### src/rtl/fold40_pkg.sv
// fold40_pkg: shared definitions for the 40-bit overflow-fold reducer.
//   OVF_W     - width of the overflow nibble M sitting above the residue
//   CORR_BASE - correction for M=1 (2^39)
//   CORR_STEP - amount the correction drops for each further unit of M
//   CORR_TBL  - corr(M) for M=0..15, corr(k) = CORR_BASE - (k-1)*CORR_STEP
//   state_e   - reducer control states
package fold40_pkg;

  localparam int OVF_W = 4;

  localparam logic [39:0] CORR_BASE = 40'h80_0000_0000;
  localparam logic [39:0] CORR_STEP = 40'h05_BFC6_5FEF;

  localparam logic [39:0] CORR_TBL [16] = '{
    40'h0,
    CORR_BASE,
    CORR_BASE - 40'd1  * CORR_STEP,
    CORR_BASE - 40'd2  * CORR_STEP,
    CORR_BASE - 40'd3  * CORR_STEP,
    CORR_BASE - 40'd4  * CORR_STEP,
    CORR_BASE - 40'd5  * CORR_STEP,
    CORR_BASE - 40'd6  * CORR_STEP,
    CORR_BASE - 40'd7  * CORR_STEP,
    CORR_BASE - 40'd8  * CORR_STEP,
    CORR_BASE - 40'd9  * CORR_STEP,
    CORR_BASE - 40'd10 * CORR_STEP,
    CORR_BASE - 40'd11 * CORR_STEP,
    CORR_BASE - 40'd12 * CORR_STEP,
    CORR_BASE - 40'd13 * CORR_STEP,
    CORR_BASE - 40'd14 * CORR_STEP
  };

  typedef enum logic [1:0] {
    IDLE = 2'd0,
    FOLD = 2'd1,
    OUT  = 2'd2
  } state_e;

endpackage

### src/rtl/fold40_corr_rom.sv
// fold40_corr_rom: combinational lookup of the 40-bit correction constant.
//   m    in  OVF_W  overflow nibble
//   corr out 40     corr(m), zero for m=0
module fold40_corr_rom
  import fold40_pkg::*;
(
  input  logic [OVF_W-1:0] m,
  output logic [39:0]      corr
);

  assign corr = CORR_TBL[m];

endmodule

### src/rtl/fold_reduce_40.sv
// fold_reduce_40: sequential overflow-fold reducer. Takes {M, residue}, folds
// corr(M) into the residue until the overflow nibble clears (or the iteration
// cap is hit) and presents the reduced residue with valid/ready.
//   clk, rst             clock, async active-high reset
//   in_valid/in_ready    input handshake, in_data = {M[3:0], residue[39:0]}
//   out_valid/out_ready  output handshake
//   out_data             reduced residue
//   out_iters            folds applied
//   out_err              cap reached with a nonzero overflow nibble
//   busy                 high whenever not IDLE
//
// state | meaning
// IDLE  | waiting for a word, in_ready high
// FOLD  | one fold per cycle until M==0 or the cap; result registered on exit
// OUT   | result presented, held until out_ready
module fold_reduce_40
  import fold40_pkg::*;
#(
  parameter int W        = 40,
  parameter int MAX_ITER = 2,
  parameter int ITW      = 2
) (
  input  logic                 clk,
  input  logic                 rst,
  input  logic                 in_valid,
  output logic                 in_ready,
  input  logic [W+OVF_W-1:0]   in_data,
  output logic                 out_valid,
  input  logic                 out_ready,
  output logic [W-1:0]         out_data,
  output logic [ITW-1:0]       out_iters,
  output logic                 out_err,
  output logic                 busy
);

  state_e               state_q, state_d;
  logic [W+OVF_W-1:0]   acc_q, acc_d;
  logic [ITW-1:0]       iter_q, iter_d;
  logic [W-1:0]         out_data_q, out_data_d;
  logic [ITW-1:0]       out_iters_q, out_iters_d;
  logic                 out_err_q, out_err_d;

  logic [OVF_W-1:0]     ovf;
  logic [W-1:0]         corr;
  logic                 ovf_zero;
  logic                 at_cap;

  assign ovf      = acc_q[W+OVF_W-1:W];
  assign ovf_zero = (ovf == '0);
  assign at_cap   = (iter_q == ITW'(MAX_ITER));

  fold40_corr_rom u_corr_rom (
    .m    (ovf),
    .corr (corr)
  );

  always_ff @(posedge clk or posedge rst) begin
    if (rst) begin
      state_q     <= IDLE;
      acc_q       <= '0;
      iter_q      <= '0;
      out_data_q  <= '0;
      out_iters_q <= '0;
      out_err_q   <= 1'b0;
    end else begin
      state_q     <= state_d;
      acc_q       <= acc_d;
      iter_q      <= iter_d;
      out_data_q  <= out_data_d;
      out_iters_q <= out_iters_d;
      out_err_q   <= out_err_d;
    end
  end

  always_comb begin
    state_d = state_q;
    case (state_q)
      IDLE:    if (in_valid)               state_d = FOLD;
      FOLD:    if (ovf_zero || at_cap)     state_d = OUT;
      OUT:     if (out_ready)              state_d = IDLE;
      default:                             state_d = IDLE;
    endcase
  end

  // Datapath: the fold keeps the residue and adds corr(M); any carry lands in
  // the overflow nibble and is re-examined on the next FOLD cycle.
  always_comb begin
    acc_d       = acc_q;
    iter_d      = iter_q;
    out_data_d  = out_data_q;
    out_iters_d = out_iters_q;
    out_err_d   = out_err_q;
    case (state_q)
      IDLE: begin
        if (in_valid) begin
          acc_d  = in_data;
          iter_d = '0;
        end
      end
      FOLD: begin
        if (ovf_zero || at_cap) begin
          out_data_d  = acc_q[W-1:0];
          out_iters_d = iter_q;
          out_err_d   = !ovf_zero;
        end else begin
          acc_d  = {{OVF_W{1'b0}}, acc_q[W-1:0]} + {{OVF_W{1'b0}}, corr};
          iter_d = iter_q + ITW'(1);
        end
      end
      default: ;
    endcase
  end

  always_comb begin
    in_ready  = (state_q == IDLE);
    out_valid = (state_q == OUT);
    busy      = (state_q != IDLE);
  end

  assign out_data  = out_data_q;
  assign out_iters = out_iters_q;
  assign out_err   = out_err_q;

endmodule

### config.mk
export PLATFORM = sky130hd
export DESIGN_NAME = fold_reduce_40
export DESIGN_NICKNAME = d
export VERILOG_FILES = /design/src/rtl/fold40_pkg.sv /design/src/rtl/fold40_corr_rom.sv /design/src/rtl/fold_reduce_40.sv
export SDC_FILE = /design/constraint.sdc
export NUM_CORES = 1
export LEC_CHECK = 0
export CORE_MARGIN = 2
export CORE_UTILIZATION = 56
export CTS_CLUSTER_DIAMETER = 30
export CTS_CLUSTER_SIZE = 24
export DETAILED_ROUTE_END_ITERATION = 6
export HOLD_SLACK_MARGIN = 0.03
export PLACE_DENSITY = 0.88
export SLEW_MARGIN = 30
export SYNTH_ARGS = -nofsm -noshare
export SYNTH_HDL_FRONTEND = slang
export SYNTH_HIERARCHICAL = 1
export SYNTH_SLANG_ARGS = --single-unit
### constraint.sdc
create_clock -name clk -period 5.35 [get_ports clk]
set_input_delay 0.535 -clock clk [delete_from_list [all_inputs] [get_ports clk]]
set_output_delay 0.535 -clock clk [all_outputs]
set_load 0.02 [all_outputs]
Yosys cells after proc, flatten, opt, wreduce, memory -nomap -nowiden
Memory sizes are Yosys's and may differ from the RTL's.
Index checks and enable logic that the tools add are counted.
- register bits after elaboration: 91
- bits in read-only memories: 640
- memories: 1
- memory list (name ; depth ; bits a word ; read ports ; clocked after Yosys merged registers in ; write ports ; line ; source):
    (name not given) ; 16 ; 40 ; 1 ; 0 ; 0 ; fold40_corr_rom.sv:11 ; assign corr = CORR_TBL[m];
- add/subtract/negate cells: 2
- $lt $le $gt $ge: 1
- equal/unequal tests: 7
- multiplexer cells: 12
- bitwise logic cells: 1
- reduce and logical (&&, ||, !) cells: 9
- operator list (cell ; count):
    $mux 44 ; 2
    $pmux 44 s2 ; 1
    $mux 40 ; 2
    $add 40x40->41 ; 1
    $mux 2 ; 5
    $ne 2x2->1 const B ; 3
    $pmux 2 s3 ; 1
    $reduce_and 3->1 ; 2
    $ge 5x5->1 const B ; 1
    $not 4->5 ; 1
    $eq 2x2->1 const B ; 2
    $logic_not 4->1 ; 1
    $pmux 2 s2 ; 1
    $reduce_bool 2->1 ; 2
    $add 2x1->2 const B ; 1
    $eq 2x1->1 const B ; 1
    $logic_not 2->1 ; 1
    $ne 2x1->1 const B ; 1
    $reduce_and 2->1 ; 1
    $logic_not 1->1 ; 1
    $logic_or 1x1->1 ; 1

Logic depth before layout (Yosys ltp)
Gate-level depths: netlist (run 1).
- word-level depth: 7
- depth in mapped cells: 17
- mapped depth without buffers: 16

Modules after synthesis
The synthesis (run 1) kept the hierarchy.
- modules (own cells, without submodules) (module ; times used ; cells an instance ; area an instance (um2) ; seq. area each (um2)):
    fold_reduce_40 ; 1 ; 614 ; 5711.7 ; 2277.2
    fold40_corr_rom ; 1 ; 98 ; 653.1 ; 0.0

Worst setup path before layout (run 1)
No wires, ideal clock.
- path type: reg2reg
- from: reg acc_q[41]
- to: reg acc_q[27]
- library setup time: 77 ps
- arrival time: 3827 ps
- data required time: 5273 ps
- setup slack: 1445 ps
- stages on the path, launching flop included: 16
- path buffers: 2
- period minus slack after synthesis: 3905 ps
- path through: dfrtp_1 > buf_2 > inv_1 > ha_1 > mux2i_1 > buf_4 > ha_1 > inv_2 > o41ai_4 > a21oi_1 > o31a_1 > o41ai_4 > a21boi_1 > o21ai_1 > mux2_2 > a21oi_1
- longest elaborated chain between the ends: 7
- elaborated cells between the ends (all ways): 11
- those cells by class: 1 x add/sub; 1 x eq/ne; 4 x mux; 1 x bitwise; 3 x reduce/logical; 1 x memory
- RTL lines (element ; line ; source):
    start, declared ; fold_reduce_40.sv:37 ; logic [W+OVF_W-1:0] acc_q, acc_d;
    start signal, assigned ; fold_reduce_40.sv:60 ; acc_q <= '0;
    start signal, assigned ; fold_reduce_40.sv:67 ; acc_q <= acc_d;
    $not 4->5 (implied by the code) ; fold40_corr_rom.sv:11 ;
    $mem_v2 16x40 ; - ;
    $mux 40 (implied by the code) (2 in a row) ; fold40_corr_rom.sv:11 ;
    via corr[1] ; fold_reduce_40.sv:44 ; logic [W-1:0] corr;
    $add 40x40->41 ; fold_reduce_40.sv:106 ; acc_d = {{OVF_W{1'b0}}, acc_q[W-1:0]} + {{OVF_W{1'b0}}, corr};
    $mux 44 ; fold_reduce_40.sv:101 ; if (ovf_zero || at_cap) begin
    $pmux 44 s2 ; fold_reduce_40.sv:93 ; case (state_q)
The timed path passes the listed nets, and every way through them passes these cells. The select of a mux whose other input is x is not followed.
A chain may end at the register's enable or synchronous reset.

Worst setup path after layout (run 1)
Same ends and word-level chain as after synthesis.

==> results.ini, run 1 <==
[drt]
first_pass_iters=5
via_per_inst=6.081
ant_nets=0
wl_per_cell_um=18.61
vias=5613
drt-initial-drc-count=539
wl_um=17180
remaining_drc_errors=0

[placement]
placement.io_buffers=93
hpwl_um=12120
place_congestion=0.9286

[yosys]
synth_top_cell_area_share_pct=35.78
synth-edff-count=0
synthCells=712
yosys-top-cells-area=dfrtp_1 (36%), ha_1 (9.6%), mux2_2 (7.4%)
yosysUniqueCellTypes=60
syn_area_sq_um=6365
synthArstFlopShare_pct=100.0
yosysSeqAreaShare_pct=35.78
syn_avg_cell_area_sq_um=8.939
ys_seq_elements=91
ys_warn_count=6
synthFlopType=dfrtp_1
yosys.area.top_type=dfrtp_1

[cts]
htreeDepth=3
root_buffer=clkbuf_16
clock_sinks=91
cts_tree=yes
cts_hold_buf=0
clk_latency_ns=0.36
clk_pin_slew_ns=0.07
cts_made_buffers=9
ctsResizeCount=0
cts_buffer_depth=2
post_cts.repair.setup_buffers=0

[run_status]
outcome=complete, no violations

[finish]
fill_cells=855
multi_input_area_sq_um=3766
drive_gt1_share_pct=10.22
layout_common_cells=clkdlybuf4s50_1 (93), dfrtp_1 (91), a21oi_1 (79)
diodes=0
fin_nets=876
final_common_cell=clkdlybuf4s50_1
regArea_sq_um=2277
syn2layout_area_growth_pct=19.76

[die]
chipHeight_um=110.6
fp.dieArea_sq_um=12230
start_util_pct=57.95
io_pins=94
die_x_um=110.6
num_rows=38
core_area_sq_um=10980

[global_route]
grt_pass1_wl_um=28210
overflow=0
grtUsageTotal_pct=28.46
grt_max_degree=58
antenna_found_initial=0
grt_pass1_vias=5508

[critical_path]
crit_required_ns=5.64
cp_cell_sequence=inv_1 > ha_1 > mux2i_1 > ha_1 > a21o_1 > a21oi_2 > o41ai_4 > a21oi_1 > o31a_1 > o41ai_4 > a21boi_1 > o21ai_1 > mux2_2 > a21oi_1
r2r_slack_ns=0.75
timing.critical_path.slowest_cell_delay_ns=0.60
end_kind=flop
critPathLaunchType=flop
worstSetupPathType=reg -> reg
cp_slowest_cell=dfrtp_1
rr_worst_depth=14
critPathArrivalTime_ns=4.89
worst-path-max-fanout=13
worstReg2RegStart=acc_q[41]
timing.rr.end=acc_q[27]

[timing]
setup_viol_count_final=0
finalMaxSlewViolations=0
clock_skew_ns=0.01401
worst_pin_slew_ns=0.7518
rsz0062_at_grt=no
final_hold_viol_count=0
finalCriticalPeriod_ns=4.604
setup_tns_ns=0
fmax_mhz=217.2
post-route-period-util_pct=86.06
slew_headroom_pct=49.82

[min_path]
whs_path_depth=2
min_path_type=reg -> reg
holdPathEnd=out_iters[0]
worst_hold_startpoint=out_iters[0]

[flow_run]
drv_cap=0

==> critical path: cells and delay by family (launching register included) <==
kind | cells | cell delay (ns)
AO/OA/AOI/OAI | 9 | 2.13
buffers and inverters | 1 | 0.23
flip-flops | 1 | 0.60
adder cells (fa/ha/maj) | 2 | 0.65
multiplexers | 2 | 0.90
==> registers in the layout (all words and copies together) (netlist names) <==
name	cells
out_data	40
iter_q	2
acc_q	44
state_q	2
out_err	1
out_iters	2
==> metrics by stage <==
step	setup WS, ns	instances	hold WS (ns)	util, %	instance area [sq um]
CTS	0.8174	923	0.5000	69.40	7622
floorplan	1.445	720	0.4612	-	6395
global route	0.4341	923	0.5162	69.40	7622
finish	0.7456	923	0.5031	69.40	7622
global placement	1.037	907	0.4673	66.31	7283
detailed placement	0.8656	907	0.4795	66.37	7289
==> worst max path at each step <==
stage / start / to / slack [ns]
3_5_place_dp: acc_q[41] / acc_q[27] / 0.87
5_1_grt: acc_q[41] / acc_q[27] / 0.43
6_report: acc_q[41] / acc_q[27] / 0.75
3_3_place_gp: acc_q[41] / acc_q[27] / 1.04
4_1_cts: acc_q[41] / acc_q[27] / 0.82
2_1_floorplan: acc_q[41] / acc_q[27] / 1.45
==> cell type report <==
| cell class | instances | area share [%] |
|---|---|---|
| clock inverters | 6 | 1.231 |
| well taps | 140 | 2.298 |
| repair buffers | 101 | 13.00 |
| multi-input cells | 554 | 49.41 |
| inverters | 21 | 1.051 |
| flip-flops and latches | 91 | 29.88 |
| clock buffers | 10 | 3.135 |
==> cell families after synthesis <==
family          after synthesis  synth area share, %
compound gates              220                21.58
xor+xnor                     36                4.954
fa+ha+maj                    50                9.947
buf+inv                      75                5.838
flops                        91                35.78
mux                          46                8.060
other cells                   1              0.05892
simple gates                193                13.78
==> layer usage <==
layer,track usage [%],share of wire (%),wire (um)
met1,37.69,43,7452
met2,47.03,48,8229
met3,4.446,6.3,1087
met4,11.00,2.4,407
met5,0,0,0
==> Yosys cell counts (16+ instances only) <==
master and n:
dfrtp_1 91, a21oi_1 79, nand2_1 74, nor2_1 53
ha_1 49, o21ai_0 45, mux2_2 42, clkbuf_1 28
xnor2_1 21, inv_1 20, buf_4 19, a21o_1 16
Power of run 1 is left out: the tool's default activity adds up to more than one toggle a clock period on the data nets, which glitch-free logic cannot reach.
==> inputs of run 2 (changes only) <==
--- a/config.mk
+++ b/config.mk
@@ -5,13 +5,15 @@
 export SDC_FILE = /design/constraint.sdc
 export NUM_CORES = 1
 export LEC_CHECK = 0
+export CELL_PAD_IN_SITES_DETAIL_PLACEMENT = 0
+export CELL_PAD_IN_SITES_GLOBAL_PLACEMENT = 2
 export CORE_MARGIN = 2
-export CORE_UTILIZATION = 56
+export CORE_UTILIZATION = 34
 export CTS_CLUSTER_DIAMETER = 30
 export CTS_CLUSTER_SIZE = 24
 export DETAILED_ROUTE_END_ITERATION = 6
 export HOLD_SLACK_MARGIN = 0.03
-export PLACE_DENSITY = 0.88
+export PLACE_DENSITY = 0.87
 export SLEW_MARGIN = 30
 export SYNTH_ARGS = -nofsm -noshare
 export SYNTH_HDL_FRONTEND = slang
==> results.ini, run 2 (synthesis gave the netlist of run 1 again) <==
[run_status]
outcome=complete, no violations

[finish]
final_common_cell=clkdlybuf4s50_1
final_area_sq_um=7741
final_util_pct=41.80
syn2layout_area_growth_pct=21.62
top_register=acc_q
layout_common_cells=clkdlybuf4s50_1 (93), dfrtp_1 (91), a21oi_1 (79)
diodes=0
largest_register_ffs=44
drive_gt1_share_pct=10.31
fill_cells=1865
fin_nets=879

[cts]
clk_pin_slew_ns=0.07
cts_made_buffers=9
htreeDepth=3
root_buffer=clkbuf_16
clock_sinks=91
cts_tree=yes
cts_hold_buf=0
post_cts.repair.setup_buffers=0
ctsResizeCount=0
cts_buffer_depth=2
clk_latency_ns=0.36

[drt]
first_pass_iters=7
via_per_inst=5.342
wl_um=17990
drt-initial-drc-count=251
vias=5449
remaining_drc_errors=0
ant_nets=0
wl_per_cell_um=17.63

[critical_path]
cp_cell_sequence=inv_1 > ha_1 > mux2i_1 > ha_1 > a21o_1 > a21oi_2 > o41ai_4 > a21oi_1 > o31a_1 > o41ai_4 > a21boi_1 > o21ai_1 > mux2_2 > a21oi_1
cp_slowest_cell=dfrtp_1
crit_required_ns=5.64
timing.critical_path.slowest_cell_delay_ns=0.58
critPathLaunchType=flop
worst-path-max-fanout=11
end_kind=flop
r2r_slack_ns=0.85
cp_top_family=compound AO/OA/AOI/OAI gates
crit_buf_inv=1
critPathArrivalTime_ns=4.78
worstSetupPathType=reg -> reg

[global_route]
grtUsageTotal_pct=18.82
grt_pass1_vias=5579
grt_max_degree=58
antenna_found_initial=0
overflow=0
grt_pass1_wl_um=29760

[flow_run]
drv_cap=0

[die]
die_x_um=140.8
num_rows=50
core_area_sq_um=18520
io_pins=94
chipHeight_um=140.8
fp.dieArea_sq_um=19830
start_util_pct=34.37

[timing]
setup_tns_ns=0
clock_skew_ns=0.006916
setup_viol_count_final=0
slew_headroom_pct=37.92
post-route-period-util_pct=84.03
final_hold_viol_count=0
rsz0062_at_grt=no
finalMaxSlewViolations=0
worst_pin_slew_ns=0.9226
fmax_mhz=222.4
finalCriticalPeriod_ns=4.496

[placement]
place_congestion=0.8850
place_area_sq_um=7423
placement.io_buffers=93
hpwl_um=13130

[min_path]
min_path_type=reg -> reg

run 2: per-stage QoR:
step / instances / hold slack [ns] / setup WS (ns)
global placement: 1004 / 0.4754 / 1.053
detailed placement: 1004 / 0.4907 / 0.8681
global route: 1020 / 0.5139 / 0.5083
CTS: 1020 / 0.5029 / 0.8096
finish: 1020 / 0.5016 / 0.8545
floorplan: 720 / 0.4612 / 1.445
run 2: path summary, 6_finish.rpt:
kind / from / end / cells past startpoint
min: out_iters[0] / out_iters[0] / 2
max: acc_q[40] / acc_q[27] / 14
min in group asynchronous: rst / out_data[8] / 2
min reg2reg: out_iters[0] / out_iters[0] / 2
max reg2reg: acc_q[40] / acc_q[27] / 14
max in group asynchronous: rst / out_data[38] / 3
run 2: layout make-up:
class / instances / area (sq um) / area share, %
multi-input cells: 554 / 3760 / 48.57
flip-flops and latches: 91 / 2277 / 29.42
repair buffers: 104 / 1013 / 13.09
well taps: 234 / 292.8 / 3.782
clock buffers: 10 / 229.0 / 2.958
clock inverters: 6 / 88.84 / 1.148
inverters: 21 / 80.08 / 1.034
run 2: worst reg2reg max path, cell delays in order, from the launching register on:
cell      delay (ns)
dfrtp_1         0.58
inv_1           0.17
ha_1            0.38
mux2i_1         0.52
ha_1            0.27
a21o_1          0.10
a21oi_2         0.09
o41ai_4         0.39
a21oi_1         0.16
o31a_1          0.34
o41ai_4         0.53
a21boi_1        0.21
o21ai_1         0.20
mux2_2          0.35
a21oi_1         0.14
run 2: metal layers:
layer | up-vias | GRT usage [%] | wire (um)
met5 | - | 0 | 0
met4 | 0 | 5.526 | 276
met3 | 18 | 2.344 | 630
met2 | 120 | 31.71 | 8530
met1 | 2653 | 25.45 | 8547
li1 | 2658 | - | -
Power of run 2 is left out for the same reason.
==> inputs of run 3 (changes only) <==
--- a/config.mk
+++ b/config.mk
@@ -8,12 +8,12 @@
 export CELL_PAD_IN_SITES_DETAIL_PLACEMENT = 0
 export CELL_PAD_IN_SITES_GLOBAL_PLACEMENT = 2
 export CORE_MARGIN = 2
-export CORE_UTILIZATION = 34
+export CORE_UTILIZATION = 30
 export CTS_CLUSTER_DIAMETER = 30
 export CTS_CLUSTER_SIZE = 24
 export DETAILED_ROUTE_END_ITERATION = 6
 export HOLD_SLACK_MARGIN = 0.03
-export PLACE_DENSITY = 0.87
+export PLACE_DENSITY = 0.82
 export SLEW_MARGIN = 30
 export SYNTH_ARGS = -nofsm -noshare
 export SYNTH_HDL_FRONTEND = slang
==> constraint.sdc (replaced) <==
create_clock -name clk -period 3.86 [get_ports clk]
set_input_delay 0.386 -clock clk [delete_from_list [all_inputs] [get_ports clk]]
set_output_delay 0.386 -clock clk [all_outputs]
set_load 0.02 [all_outputs]
==> results.ini, run 3 (synthesis gave the netlist of run 1 again) <==
[placement]
pre_cts_slack_ns=-0.1351
place_congestion=0.8410
hpwl_um=13370
placement.io_buffers=93

[timing]
worst_pin_slew_ns=0.9386
worst_slack_ns=0.2016
fmax_mhz=273.3
worst_hold_slack_ns=0.4321
finalMaxSlewViolations=0
post-route-period-util_pct=94.78
clock_skew_ns=0.01018
slew_headroom_pct=37.36
finalCriticalPeriod_ns=3.658
setup_viol_count_final=0
final_hold_viol_count=0

[die]
start_util_pct=30.47
core_area_sq_um=20890
num_rows=53
io_pins=94
die_x_um=149.7
fp.dieArea_sq_um=22400
chipHeight_um=149.7

[cts]
cts_buffer_depth=2
clk_pin_slew_ns=0.07
cts_made_buffers=9
cts_tree=yes
clk_latency_ns=0.35
root_buffer=clkbuf_16
htreeDepth=3
cts_hold_buf=0
clock_sinks=91

[drt]
wl_um=17960
ant_nets=0
via_per_inst=4.999
vias=5414
drt-initial-drc-count=305
wl_per_cell_um=16.59
first_pass_iters=5
remaining_drc_errors=0

[critical_path]
critPathLaunchType=flop
end_kind=flop
cp_slowest_cell=o41a_1
worstSetupPathType=reg -> reg
critPathArrivalTime_ns=3.88
cp_common_cell=a21oi_1
cp_cell_sequence=inv_2 > ha_1 > mux2i_4 > buf_6 > fa_1 > a21oi_1 > nor2b_2 > a311oi_2 > o41a_1 > o311a_4 > o31a_1 > o211ai_1 > nor2_1 > xnor2_1 > a21oi_1
crit_required_ns=4.08
worst-path-max-fanout=5
timing.critical_path.slowest_cell_delay_ns=0.47
crit_buf_inv=2
cp_top_family=compound AO/OA/AOI/OAI gates

[flow_run]
drv_cap=0

[global_route]
grt_pass1_vias=5279
antenna_found_initial=0
grt_max_degree=53
grt_pass1_wl_um=28260
overflow=0
grtUsageTotal_pct=16.21

[finish]
top_register=acc_q
fin_nets=901
largest_register_ffs=44
final_common_cell=clkdlybuf4s50_1
drive_gt1_share_pct=14.60
final_util_pct=38.57
layout_common_cells=clkdlybuf4s50_1 (93), dfrtp_1 (90), a21oi_1 (78)
diodes=0
fill_cells=2131
syn2layout_area_growth_pct=26.58

[min_path]
min_path_type=in -> async

[run_status]
outcome=complete, no violations

## run 3: metrics by stage
step                  TNS, ns  area, sq um  instances
floorplan                   0         6399        720
global route         -0.05547         8056       1083
CTS                         0         7943       1076
detailed placement    -0.1351         7605       1060
global placement    -0.003552         7605       1060
finish                      0         8056       1083
## run 3: final timing paths
path	from	endpoint	slack (ns)	cells after the start
max	acc_q[41]	acc_q[38]	0.20	15
min	rst	out_data[9]	0.43	2
max reg2reg	acc_q[41]	acc_q[38]	0.20	15
min reg2reg	out_iters[0]	out_iters[0]	0.49	2
max in group asynchronous	rst	out_data[19]	2.65	3
min in group clk	out_iters[0]	out_iters[0]	0.49	2
## run 3: what timing repair did
item                                    in CTS  in global routing
setup buffers                                0                  7
endpoints found under the setup margin       1                 16
pin swaps                                    0                  7
resized for setup                            2                 17
## run 3: final cells by class
type	count	area [sq um]	share of cell area [%]
clock inverter	7	101.3	1.258
clock buffer	9	225.2	2.795
timing repair buffer	126	1199	14.88
multi-input combinational	554	3827	47.51
sequential	91	2278	28.28
tap	275	344.1	4.271
inverter	21	81.33	1.009
## run 3: routing by layer
metal / GRT usage, % / vias up / share of wire, %
met2: 26.58 / 113 / 46
met4: 3.774 / 0 / 0.94
met3: 2.744 / 11 / 3.8
met5: 0 / - / 0
li1: - / 2709 / -
met1: 22.34 / 2581 / 49
## run 3: worst reg2reg max path, cell delays in order (launching register included)
cell and delay (ns):
dfrtp_2 0.43, inv_2 0.10, ha_1 0.27, mux2i_4 0.20, buf_6 0.13, fa_1 0.20, a21oi_1 0.09, nor2b_2 0.15
a311oi_2 0.14, o41a_1 0.47, o311a_4 0.41, o31a_1 0.36, o211ai_1 0.22, nor2_1 0.08, xnor2_1 0.19, a21oi_1 0.09
Power of run 3 is left out for the same reason.
